===== src/rtl/led_channel_timer.sv =====
// led_channel_timer: CHANNELS independent LED/GPIO outputs driven from one
// shared prescaler tick. Each channel runs as OFF, ON, BLINK (toggle every
// eff ticks) or ONESHOT (high for eff ticks, then a one-cycle done strobe).
// eff = (period == 0) ? 1 : period.
//
// Configuration handshake: cfg_we is a single-cycle strobe with no ready
// signal; every cycle with cfg_we=1 is exactly one write, applied on that
// clock edge. Writes to cfg_addr >= CHANNELS are dropped.
//
// dbg_mode exposes each channel's mode register (channel i at bits
// [2*i+1:2*i]) so the per-channel state machines can be observed.
module led_channel_timer #(
    parameter int CLK_FREQ_HZ = 16_000_000,
    parameter int TICK_HZ     = 1000,
    parameter int CHANNELS    = 4,
    parameter int CNT_WIDTH   = 16,
    localparam int AW         = ($clog2(CHANNELS) < 1) ? 1 : $clog2(CHANNELS)
) (
    input  logic                   clk,
    input  logic                   rst_n,
    input  logic                   cfg_we,
    input  logic [AW-1:0]          cfg_addr,
    input  logic [1:0]             cfg_mode,
    input  logic [CNT_WIDTH-1:0]   cfg_period,
    output logic [CHANNELS-1:0]    q,
    output logic [CHANNELS-1:0]    done,
    output logic                   tick,
    output logic [2*CHANNELS-1:0]  dbg_mode
);

    localparam int PRESCALE = CLK_FREQ_HZ / TICK_HZ;
    localparam int PW       = (PRESCALE < 2) ? 1 : $clog2(PRESCALE);
    localparam logic [PW-1:0] PRESC_LAST = PW'(PRESCALE - 1);
    // One bit wider than cfg_addr so CHANNELS itself is representable.
    localparam logic [AW:0]   CH_LIM     = (AW + 1)'(CHANNELS);

    // A prescaler below 2 cannot produce a one-cycle tick pulse.
    if (PRESCALE < 2) begin : g_bad_prescale
        $error("led_channel_timer: CLK_FREQ_HZ/TICK_HZ must be at least 2");
    end

    if ((CHANNELS < 1) || (CHANNELS > 16)) begin : g_bad_channels
        $error("led_channel_timer: CHANNELS must be in 1..16");
    end

    typedef enum logic [1:0] {
        MODE_OFF     = 2'b00,
        MODE_ON      = 2'b01,
        MODE_BLINK   = 2'b10,
        MODE_ONESHOT = 2'b11
    } mode_e;

    // Shared prescaler.
    logic [PW-1:0] presc_q, presc_d;
    logic          tick_w;

    // Per-channel state.
    mode_e                mode_q   [CHANNELS];
    mode_e                mode_d   [CHANNELS];
    logic [CNT_WIDTH-1:0] period_q [CHANNELS];
    logic [CNT_WIDTH-1:0] period_d [CHANNELS];
    logic [CNT_WIDTH-1:0] cnt_q    [CHANNELS];
    logic [CNT_WIDTH-1:0] cnt_d    [CHANNELS];
    logic [CNT_WIDTH-1:0] cnt_last [CHANNELS];
    logic [CHANNELS-1:0]  q_q, q_d;
    logic [CHANNELS-1:0]  done_q, done_d;

    logic                 addr_ok;

    assign tick_w  = (presc_q == PRESC_LAST);
    assign addr_ok = ({1'b0, cfg_addr} < CH_LIM);

    // Terminal count per channel: eff-1, where a zero period behaves as 1.
    for (genvar g = 0; g < CHANNELS; g++) begin : g_last
        assign cnt_last[g] = (period_q[g] == '0) ? '0
                                                 : period_q[g] - CNT_WIDTH'(1);
    end

    // Prescaler next state: free-running 0..PRESCALE-1 wrap.
    always_comb begin
        presc_d = presc_q + PW'(1);
        if (presc_q == PRESC_LAST) begin
            presc_d = '0;
        end
    end

    // Prescaler register.
    always_ff @(posedge clk or negedge rst_n) begin
        if (!rst_n) begin
            presc_q <= '0;
        end else begin
            presc_q <= presc_d;
        end
    end

    // Channel next state: a write to the channel wins over its tick.
    always_comb begin
        for (int i = 0; i < CHANNELS; i++) begin
            mode_d[i]   = mode_q[i];
            period_d[i] = period_q[i];
            cnt_d[i]    = cnt_q[i];
            q_d[i]      = q_q[i];
            done_d[i]   = 1'b0;

            if (cfg_we && addr_ok && (cfg_addr == AW'(i))) begin
                mode_d[i]   = mode_e'(cfg_mode);
                period_d[i] = cfg_period;
                cnt_d[i]    = '0;
                // ON and ONESHOT start high; BLINK restarts its phase low.
                q_d[i]      = (mode_e'(cfg_mode) == MODE_ON) ||
                              (mode_e'(cfg_mode) == MODE_ONESHOT);
            end else if (tick_w) begin
                case (mode_q[i])
                    MODE_BLINK: begin
                        if (cnt_q[i] == cnt_last[i]) begin
                            q_d[i]   = ~q_q[i];
                            cnt_d[i] = '0;
                        end else begin
                            cnt_d[i] = cnt_q[i] + CNT_WIDTH'(1);
                        end
                    end
                    MODE_ONESHOT: begin
                        if (cnt_q[i] == cnt_last[i]) begin
                            // q falls in the same cycle done rises.
                            q_d[i]    = 1'b0;
                            mode_d[i] = MODE_OFF;
                            cnt_d[i]  = '0;
                            done_d[i] = 1'b1;
                        end else begin
                            cnt_d[i] = cnt_q[i] + CNT_WIDTH'(1);
                        end
                    end
                    default: begin
                        // OFF and ON ignore ticks; the counter stays parked.
                        cnt_d[i] = '0;
                    end
                endcase
            end
        end
    end

    // Channel registers; reset clears everything immediately.
    always_ff @(posedge clk or negedge rst_n) begin
        if (!rst_n) begin
            for (int i = 0; i < CHANNELS; i++) begin
                mode_q[i]   <= MODE_OFF;
                period_q[i] <= '0;
                cnt_q[i]    <= '0;
            end
            q_q    <= '0;
            done_q <= '0;
        end else begin
            for (int i = 0; i < CHANNELS; i++) begin
                mode_q[i]   <= mode_d[i];
                period_q[i] <= period_d[i];
                cnt_q[i]    <= cnt_d[i];
            end
            q_q    <= q_d;
            done_q <= done_d;
        end
    end

    // Pack channel modes for observation.
    always_comb begin
        dbg_mode = '0;
        for (int i = 0; i < CHANNELS; i++) begin
            dbg_mode[2*i +: 2] = mode_q[i];
        end
    end

    assign q    = q_q;
    assign done = done_q;
    assign tick = tick_w;

endmodule


===== config.mk =====
export PLATFORM = sky130hd
export DESIGN_NAME = led_channel_timer
export DESIGN_NICKNAME = d
export VERILOG_FILES = /design/src/rtl/led_channel_timer.sv
export SDC_FILE = /design/constraint.sdc
export NUM_CORES = 1
export LEC_CHECK = 0
export BUFFER_PORTS_ARGS = -buffer_cell sky130_fd_sc_hd__clkbuf_2
export CAP_MARGIN = 15
export CORE_MARGIN = 2
export CORE_UTILIZATION = 35
export CTS_BUF_LIST = sky130_fd_sc_hd__clkbuf_4 sky130_fd_sc_hd__clkbuf_8 sky130_fd_sc_hd__clkbuf_16
export DETAILED_ROUTE_END_ITERATION = 16
export PLACE_DENSITY = 0.49
export SLEW_MARGIN = 10
export SYNTH_ARGS = -nofsm -noshare
export SYNTH_HDL_FRONTEND = slang
export SYNTH_SLANG_ARGS = --single-unit

===== constraint.sdc =====
create_clock -name clk -period 3.2 [get_ports clk]
set_input_delay 0.32 -clock clk [delete_from_list [all_inputs] [get_ports clk]]
set_output_delay 0.32 -clock clk [all_outputs]
set_load 0.02 [all_outputs]

# --- Word level (Yosys, flattened, before mapping) ---
# Cells that the tools add are included.
totals:
  latch_bits: 0
  ramBits: 0
  word_cells: 168
  out_inout_bits: 17
  inputBits: 23
  mem_bits_ro: 0
  reg_bits: 158
  memories: 0
op_classes:
  n_reduce_logical: 38
  add_sub_neg: 9
  multipliers: 0
  n_eq_ne: 26
  n_mux: 73
  magnitude_cmp: 0
  n_div: 0
  n_bitwise: 4
  n_shift: 0
op_table:
  columns: ["cell", "n"]
  rows:
  - ["16-bit 2-to-1 mux", 20]
  - ["16-bit by 1-bit adder with 16-bit output, second input constant", 4]
  - ["16-bit == test", 4]
  - ["16-bit logical NOT", 4]
  - ["16-bit by 1-bit subtractor with 16-bit output, second input constant", 4]
  - ["1-bit 2-to-1 mux", 32]
  - ["2-bit 2-to-1 mux", 16]
  - ["3-bit inequality test, second input constant", 8]
  - ["2-bit nonzero test", 12]
  - ["2-bit == test, second input constant", 11]
  - ["4-bit AND reduction", 4]
  - ["14-bit by 1-bit adder with 14-bit output, second input constant", 1]
  - ["14-bit == test, second input constant", 1]
  - ["14-bit 2-to-1 mux", 1]
  - ["3-bit AND reduction", 4]
  - ["3-bit nonzero test", 4]
  - ["1-bit case mux with 2 select lines", 4]
  - ["2-bit OR reduction", 4]
  - ["2-bit by 1-bit == test with 1-bit output, second input constant", 2]
  - ["1-bit logical AND", 4]
  - ["1-bit NOT", 4]
  - ["2-bit logical NOT", 1]
  - ["1-bit logical OR", 1]

# --- Longest topological paths before layout ---
# Gate-level depths: netlist of the first run.
depth:
  depth_word: 7
  mapped_depth: 14

# --- Worst setup path after synthesis of the first run ---
# No wires, ideal clock.
synth_timing:
  kind: "register -> register"
  start: "reg period_q[48] (netlist name)"
  end: "reg cnt_q[54] (netlist name)"
  t_arrival_ns: 3.129
  setup_time_ns: 0.118
  stages_incl_launch_ff: 15
  period_less_slack_ns: 3.247
  setup_slack_ns: -0.047
  n_path_buf: 3
  t_required_ns: 3.082
  path_cell_list: "dfrtp_1 > clkbuf_1 > inv_1 > ha_1 > or3b_1 > clkbuf_1 > nor2_1 > nor4_1 > or3_1 > a211o_1 > or4_4 > nand4_4 > buf_6 > o21ai_1 > a21o_1"
synth_between:
  elab_chain_len: 7
  word_cells_on_any_way: 8
synth_lines:
  columns: ["item", "line", "text"]
  rows:
  - ["start, declared", "60", "logic [CNT_WIDTH-1:0] period_q [CHANNELS];"]
  - ["start signal, assigned by index", "155", "period_q[i] <= period_d[i];"]
  - ["16-bit by 1-bit subtractor with 16-bit output / 16-bit logical NOT (equally long branches)", "76, 75", null]
  - ["16-bit 2-to-1 mux (*)", "75", "assign cnt_last[g] = (period_q[g] == '0) ? '0"]
  - ["16-bit == test (*)", "115, 123", null]
  - ["16-bit 2-to-1 mux (*)", "115, 123", null]
  - ["16-bit 2-to-1 mux (*)", null, null]
  - ["16-bit 2-to-1 mux (*)", "112", "end else if (tick_w) begin"]
  - ["16-bit 2-to-1 mux (*)", "105", "if (cfg_we && addr_ok && (cfg_addr == AW'(i))) begin"]
  - ["end signal, assigned by index", "156", "cnt_q[i] <= cnt_d[i];"]
  - ["end, declared", "62", "logic [CNT_WIDTH-1:0] cnt_q [CHANNELS];"]
# Every way passes the cells marked *; elsewhere a longest branch is shown, timed or not. The select of a mux whose other input is x is not followed.
# A chain may end at the register's enable or synchronous reset.

# --- Final worst setup path of the first run ---
layout_timing:
  start: "reg period_q[55] (netlist name)"
  end: "reg cnt_q[54] (netlist name)"
# Same word-level chain as after synthesis.

==> results.cfg, run 1 <==
[run_status]
status = finished with violations
violations = setup timing

[cells_and_area]
fin_util_pct = 42.1
finalNetCount = 1343
final_cell_count_no_fill = 1707
fillCellCount = 2986
synthToLayoutAreaGrowth_pct = 18.0
final_cell_mix = nand2_1 (243), dfrtp_1 (157), buf_4 (85), nor2_1 (72), o21ai_0 (47)
drive_gt1_share_pct = 17.0
antennaDiodeCount = 0
layout_commonest_cell = nand2_1
final_area_sq_mm = 0.0121

[timing]
fin_setup_tns_ns = -0.120
fin_hold_ws_ns = 0.192
slew_viol_final = 0
hold_viol_final = 0
slew_headroom_pct = 25.1
grt_setup_unrepaired = true
period_minus_slack_ns = 3.23
finalSetupViolations = 9
fin_crit_sh_pct = 101
skew_ns = 0.0167
tightest_slew_ns = 1.12
setup_ws_ns = -0.0302
max_freq_mhz = 310

[drt]
vias = 9183
via_per_inst = 5.38
post_drt_wl_per_cell_um = 17.1
detail-route-antenna-nets = 0
drc = 0
drt_pre_antenna_iters = 5
totalWireLength_um = 29200
drtIter0Drc = 542

[worst_setup_path]
end_kind = register
timing.rr.end = cnt_q[54]
path_class = register to register
reg2reg_from = period_q[55]
cp.arrival_ns = 3.55
crit_required_ns = 3.52
start_kind = register
worst-path-max-fanout = 6
r2r_cells = 9
reg2reg_slack_ns = -0.03

[yosys]
yosys_warnings = 0
synth-main-ff-cell = dfrtp_1
netlist_area_sq_mm = 0.0103
ys_seq_elements = 158
syn_nets = 1254
seq_area_frac_synth_pct = 38.4
syn_inst = 1222
syn_area_per_cell_sq_um = 8.42
async_reset_ff_share_pct = 100
synth_edf_count = 0
ys_types = 80

[worst_hold_path]
hp-class = input port to register
min-delay-start = cfg_period[5]
hold_depth = 3
holdPathEnd = period_q[37]

[global_routing]
grt_max_degree = 92
grt_pass1_vias = 8683
grt_pass1_wl_um = 47300
grt_util_all_layers_pct = 19.3
grt_overflow = 0
antenna_found_initial = 2

[clock_tree]
tritoncts = done
cts_sinks = 158
ctsRootBufferMaster = clkbuf_16
clk_pin_slew_ns = 0.08
htree_levels = 4
numCtsBuffers = 17
clkLatencyLatePin_ns = 0.44
cts_buffer_depth = 2

[floorplanning]
start_util_pct = 35.7
die_x_um = 175
fp.dieArea_sq_mm = 0.0308
core_sq_mm = 0.0289
rows = 62
die_h_um = 175
ioPinCount = 40

[placement]
place_area_sq_mm = 0.0114
dpl.cell_count = 1667
dp_hpwl_um = 20800
gp_congestion = 0.879
io_buffers = 39

[power]
clkPwrFrac_pct = 33.6
p_per_area_mw_per_mm2 = 486
comb_power_share_pct = 25.6
seqPwrFrac_pct = 40.8
leakage_uw = 0.00550
ir_drop_v = 0.000358
swShare_pct = 34.6
p_int_uw = 3860
power.switching_uw = 2040

[run]
maxCapViolations = 0
[synthesized netlist by cell type (all sizes together) (4+ instances only)]
cell / instances / area, sq um
nand2: 244 / 916
dfrtp: 158 / 3950
nor2: 73 / 274
o21ai: 59 / 295
clkbuf: 47 / 176
xnor2: 44 / 385
a21oi: 43 / 215
and3: 39 / 244
nor3: 38 / 200
nor3b: 38 / 285
a21o: 34 / 255
nand2b: 34 / 213
nand3: 33 / 165
xor2: 30 / 263
inv: 28 / 105
nor4: 24 / 199
nand4: 18 / 143
or3: 18 / 118
a211o: 16 / 140
o31ai: 15 / 131
buf: 14 / 93.8
mux2i: 14 / 140
o21a: 12 / 90.1
or2: 12 / 75.1
a31oi: 11 / 68.8
or4: 11 / 90.1
ha: 9 / 113
a211oi: 7 / 52.6
and4: 7 / 63.8
o32ai: 7 / 61.3
nand3b: 6 / 45.0
o22ai: 6 / 37.5
a32oi: 5 / 43.8
nor2b: 5 / 31.3
o41ai: 5 / 51.3
a21boi: 4 / 30.0
nand4b: 4 / 35.0
o211ai: 4 / 30.0
o31a: 4 / 35.0
[how the worst max path moves through the flow]
stage / from / endpoint / slack [ns] / cells past startpoint
floorplan: period_q[48] / cnt_q[54] / 0.003 / 14
global placement: period_q[51] / cnt_q[57] / -0.14 / 9
detailed placement: period_q[51] / cnt_q[57] / -0.15 / 9
CTS: period_q[55] / cnt_q[57] / 0.005 / 9
global route: period_q[49] / cnt_q[63] / -0.17 / 11
finish: period_q[55] / cnt_q[54] / -0.03 / 9
[power groups by stage]
stage	clock, uW	sequential (uW)	combinational [uW]
after floorplan	0	2380	969
after global placement	0	2440	1460
after detailed placement	0	2440	1460
after CTS	2040	2410	1480
after global routing	2110	2450	1680
final	1980	2410	1510
[kinds of logic (layout without fill, tap and decap cells)]
logic type               Yosys count  after routing  share of synthesized area, %
multiplexers                      15             15                          1.47
adder cells (fa/ha/maj)            9              9                          1.09
flip-flops                       158            158                          38.4
AO/OA/AOI/OAI                    258            258                          17.3
buffers and inverters             89            187                          3.65
XOR/XNOR                          77             77                          6.95
AND/OR/NAND/NOR                  616            619                          31.2
[area by class of cell]
class                      instances  area, sq um  share of cell area [%]
tap                              384          480                    3.96
clock buffer                      17          425                    3.50
multi-input combinational        978         6150                    50.6
clock inverter                    14          130                    1.07
sequential                       158         3960                    32.6
timing repair buffer             128          901                    7.42
inverter                          28          105                   0.865
[worst max-delay path, stage by stage, from the launching register on]
cell	delay, ns
dfrtp_2	0.44
or4_4	0.58
or4_4	0.53
a22o_1	0.23
a2bb2oi_2	0.18
o2111ai_2	0.13
or4_4	0.52
nand4_2	0.24
o21ai_1	0.09
a21o_1	0.18
[routing by layer]
metal	GRT usage, %	share of wire, %	vias up
met1	27.3	49	4477
li1	-	-	4557
met5	0	0.079	-
met3	3.35	3.1	25
met2	30.8	47	120
met4	4.48	1.0	4
[stage by stage]
step           setup WS, ns  total power (uW)
2_1_floorplan       0.00341              3350
3_3_place_gp         -0.142              3890
3_5_place_dp         -0.148              3900
4_1_cts             0.00500              5930
5_1_grt              -0.170              6240
6_report            -0.0302              5910
[timing repair]
item / in CTS / in global routing
setup buffers: 0 / 5
endpoints found under the hold margin: 28 / 0
resized for setup: 7 / 34
gates cloned: 1 / 2
endpoints found under the setup margin: 24 / 36
hold buffers: 1 / 0
pin swaps: 2 / 2
[state kept, by name, indices dropped and copies added, names as in the netlist]
register,cells
q,4
cnt_q,64
presc_q,14
period_q,64
done,4
dbg_mode,8
Power figures use the tool's default switching activity.
==> run 2, diff against run 1 <==
- PLACE_DENSITY: 0.49 -> not set
- PLACE_DENSITY_LB_ADDON: not set -> 0.15
==> results.cfg, run 2 (synthesis results as in run 1) <==
[power]
leakage_uw = 0.00553
ir_drop_v = 0.000400
power.switching_uw = 1940
p_int_uw = 4180
p_per_area_mw_per_mm2 = 503
seqPwrFrac_pct = 39.7
swShare_pct = 31.7
clkPwrFrac_pct = 36.2
comb_power_share_pct = 24.2

[worst_setup_path]
cp.arrival_ns = 3.51
path_cells = or4_4 -> or4_4 -> a22o_1 -> a2bb2oi_2 -> o2111ai_1 -> or4_4 -> nand4_4 -> o21ai_0 -> a21o_1
path_common_cell = or4_4
cpLargestDelayFamily = simple AND/OR/NAND/NOR gates
worst-path-max-fanout = 7
slowest_delay_ns = 0.57
end_kind = register
start_kind = register
crit_buf_inv = 0
crit_required_ns = 3.52
path_class = register to register
crit_slowest_cell = or4_4

[drt]
drc = 0
drtIter0Drc = 580
drt_pre_antenna_iters = 6
detail-route-antenna-nets = 0
vias = 9128
totalWireLength_um = 29000
via_per_inst = 5.35
post_drt_wl_per_cell_um = 17.0

[cells_and_area]
top_regs = cnt_q (64), period_q (64), presc_q (14)
drive_gt1_share_pct = 16.4
fillCellCount = 2939
layout_commonest_cell = nand2_1
ff_latch_area_sq_mm = 0.00395
final_cell_count_no_fill = 1705
final_cell_mix = nand2_1 (244), dfrtp_1 (158), buf_4 (81), nor2_1 (71), o21ai_0 (49)
finalNetCount = 1340
multi_input_area_sq_mm = 0.00614
synthToLayoutAreaGrowth_pct = 18.4

[timing]
slew_viol_final = 0
fin_crit_sh_pct = 99.4
tightest_slew_ns = 1.10
fin_setup_tns_ns = 0
slew_headroom_pct = 26.7
skew_ns = 0.0167
grt_setup_unrepaired = true
hold_viol_final = 0
max_freq_mhz = 314
period_minus_slack_ns = 3.18
finalSetupViolations = 0
setup_ws_ns = 0.0182

[global_routing]
grt_util_all_layers_pct = 19.1
grt_pass1_wl_um = 47300
grt_overflow = 0
antenna_found_initial = 1
grt_max_degree = 73
grt_pass1_vias = 8765

[clock_tree]
numCtsBuffers = 17
clkLatencyLatePin_ns = 0.44
tritoncts = done
clk_pin_slew_ns = 0.07
cts_sinks = 158
htree_levels = 4
cts_buffer_depth = 2
ctsRootBufferMaster = clkbuf_16

[floorplanning]
start_util_pct = 35.7
fp.dieArea_sq_mm = 0.0308
ioPinCount = 40
core_sq_mm = 0.0289
rows = 62
die_x_um = 175
die_h_um = 175

[placement]
dp_hpwl_um = 20600
dpl.cell_count = 1662
gp_congestion = 0.868
io_buffers = 39
dp_slack_ns = -0.220

[run_status]
status = completed

[worst_hold_path]
hp-class = input port to register

[run]
maxCapViolations = 0
[run 2: cell count changes in the layout (fill, tap and decap cells not counted), sizes merged]
| cell | change |
|---|---|
| diode | +1 |
| nand4 | +1 |
| buf | -4 |
| clkinvlp | -1 |
| clkinv | -3 |
| bufinv | +4 |
| inv | -5 |
| clkbuf | +5 |
[run 2: worst register-to-register path: cells and delay by family, from the launching register on]
family             cells  cell delay (ns)
DFF                    1             0.42
AOI/OAI and AO/OA      5             0.83
and+or+nand+nor        4             1.82
[run 2: area by class of cell]
class	instances	area share [%]
antenna	1	0.0205
clock buffer	22	3.80
clock inverter	9	1.32
inverter	28	0.862
multi-input combinational	979	50.4
sequential	158	32.4
tap	384	3.94
timing repair buffer	124	7.22
[run 2: per-layer routing]
layer	vias up	global-route usage (%)	share of wire [%]	routed length, um
li1	4556	-	-	-
met1	4404	26.6	49	14300
met2	141	31.4	47	13600
met3	27	3.07	2.8	804
met4	0	3.89	1.1	311
met5	-	0	0	0
[run 2: what timing repair did]
action                     4_1_cts  5_1_grt
hold endpoints to repair        69        0
pin swaps                        1        7
buffers inserted                 0        5
setup endpoints to repair       18       37
hold buffers                     1        0
gates cloned                     2        2
gates resized for setup          7       24
[run 2: per-stage QoR]
stage                     area (sq um)  hold WS (ns)  util (%)  power (uW)
after floorplan                  10300        0.0244         -        3350
after global placement           11300         0.399      39.3        3870
after detailed placement         11300         0.408      39.3        3880
after CTS                        12000         0.191      41.7        6130
after global routing             12200         0.183      42.2        6460
final                            12200         0.190      42.2        6130
[run 2: path summary, 6_finish.rpt]
check | start | to | slack, ns | cells past startpoint
min reg2reg | presc_q[4] | presc_q[4] | 0.50 | 1
min | cfg_period[2] | period_q[34] | 0.19 | 3
min in group asynchronous | rst_n | presc_q[2] | 0.49 | 2
max reg2reg | period_q[55] | cnt_q[52] | 0.02 | 9
max | period_q[55] | cnt_q[52] | 0.02 | 9
max in group asynchronous | rst_n | cnt_q[61] | 1.85 | 3
[run 2: power by group through the flow]
stage                     combinational, uW  clock (uW)  sequential (uW)
after floorplan                         969           0             2380
after global placement                 1420           0             2450
after detailed placement               1430           0             2450
after CTS                              1450        2270             2420
after global routing                   1650        2350             2460
final                                  1480        2220             2430
==> run 3, diff against run 2 <==
- CORE_UTILIZATION: 35 -> 57
- RECOVER_POWER: not set -> 100
==> results.cfg, run 3 (synthesis results as in run 1) <==
[cells_and_area]
antennaDiodeCount = 0
finalNetCount = 1334
layout_commonest_cell = nand2_1
synthToLayoutAreaGrowth_pct = 14.7
drive_gt1_share_pct = 13.6
fillCellCount = 1539
top_regs = cnt_q (64), period_q (64), presc_q (14)
final_cell_mix = nand2_1 (244), dfrtp_1 (158), nor2_1 (71), buf_4 (62), o21ai_0 (47)

[worst_setup_path]
path_class = register to register
worst-path-max-fanout = 19
cp.arrival_ns = 3.55
start_kind = register
end_kind = register
crit_required_ns = 3.51

[drt]
drc = 0
vias = 9419
via_per_inst = 6.10
drt_pre_antenna_iters = 5
detail-route-antenna-nets = 0
drtIter0Drc = 775
post_drt_wl_per_cell_um = 17.3
totalWireLength_um = 26600

[floorplanning]
start_util_pct = 57.7
die_x_um = 138
core_sq_mm = 0.0178
fp.dieArea_sq_mm = 0.0191
ioPinCount = 40
die_h_um = 138
rows = 49

[power]
p_per_area_mw_per_mm2 = 503
ir_drop_v = 0.000376
leakage_uw = 0.00538

[timing]
slew_viol_final = 84
fin_setup_tns_ns = -0.396
grt_setup_unrepaired = true
max_freq_mhz = 309
tightest_slew_ns = 2.08
hold_viol_final = 0
slew_headroom_pct = -38.9
setup_ws_ns = -0.0407
finalSetupViolations = 21
skew_ns = 0.0115
period_minus_slack_ns = 3.24
fin_crit_sh_pct = 101

[global_routing]
grt_util_all_layers_pct = 28.0
grt_max_degree = 84
grt_pass1_vias = 8852
grt_overflow = 0
grt_pass1_wl_um = 44300
antenna_found_initial = 0

[placement]
dp_hpwl_um = 18700
gp_congestion = 0.912
dp_slack_ns = -0.0873
io_buffers = 39

[worst_hold_path]
hp-class = input port to register

[run]
maxCapViolations = 1

[run_status]
status = finished with violations
violations = capacitance limit, slew limit, setup timing

[clock_tree]
htree_levels = 4
tritoncts = done
clk_pin_slew_ns = 0.06
cts_buffer_depth = 2
ctsRootBufferMaster = clkbuf_16
clkLatencyLatePin_ns = 0.43
numCtsBuffers = 17
cts_sinks = 158
[run 3: changes by cell type in the layout (fill, tap and decap cells not counted), sizes merged]
cell,previous run,this run
nand4,21,20
diode,1,0
clkbuf,60,71
clkinvlp,2,3
inv,29,31
bufinv,4,2
buf,85,67
clkinv,2,4
[run 3: where the power goes]
part	internal [uW]	total, uW	switching [uW]
clock	1200	2050	849
combinational	657	1480	819
sequential	2160	2410	251
total	4020	5940	1920
[run 3: stage by stage]
| stage | power [uW] | util (%) | std cells | hold WS [ns] | instance area [sq um] |
|---|---|---|---|---|---|
| 3_5_place_dp | 3860 | 62.3 | 1504 | 0.431 | 11100 |
| 4_1_cts | 5940 | 66.0 | 1539 | 0.172 | 11800 |
| 3_3_place_gp | 3820 | 62.3 | 1504 | 0.423 | 11100 |
| 5_1_grt | 6230 | 66.2 | 1544 | 0.179 | 11800 |
| 2_1_floorplan | 3350 | - | 1222 | 0.0244 | 10300 |
| 6_report | 5940 | 66.2 | 1544 | 0.187 | 11800 |
[run 3: worst paths after layout]
kind	to	slack, ns	cells past startpoint	from
max in group asynchronous	period_q[11]	0.49	3	rst_n
min reg2reg	presc_q[4]	0.51	1	presc_q[4]
max reg2reg	cnt_q[39]	-0.04	10	period_q[41]
min in group asynchronous	dbg_mode[7]	1.01	2	rst_n
max	cnt_q[39]	-0.04	10	period_q[41]
min	period_q[36]	0.19	3	cfg_period[4]
[run 3: layer usage]
metal / track usage [%] / share of wire (%) / vias to the layer above
li1: - / - / 4559
met4: 6.93 / 1.6 / 0
met3: 4.19 / 4.7 / 38
met1: 39.4 / 46 / 4571
met5: 0 / 0 / -
met2: 46.0 / 47 / 251
[run 3: critical path: stages (launching register included)]
cell and delay (ns):
dfrtp_1 0.46, nor4_1 0.59, nand4_1 0.28, nor3_1 0.32
xor2_1 0.14, o21a_1 0.19, o32a_1 0.36, o31ai_4 0.30
buf_12 0.18, nor3b_1 0.05, a211o_1 0.26
[run 3: timing repair]
item | CTS | global route
pin swaps | 1 | 14
setup buffers | 0 | 3
hold buffers | 1 | 0
hold endpoints to repair | 55 | 0
gates cloned | 2 | 1
setup endpoints to repair | 18 | 58
gates resized for setup | 5 | 30
[run 3: layout make-up]
cell class / instances / area (sq um) / area share (%)
clock inverter: 12 / 133 / 1.12
clock buffer: 20 / 460 / 3.90
timing repair buffer: 119 / 768 / 6.51
tap: 229 / 287 / 2.43
inverter: 28 / 105 / 0.890
sequential: 158 / 3950 / 33.5
multi-input combinational: 978 / 6100 / 51.7
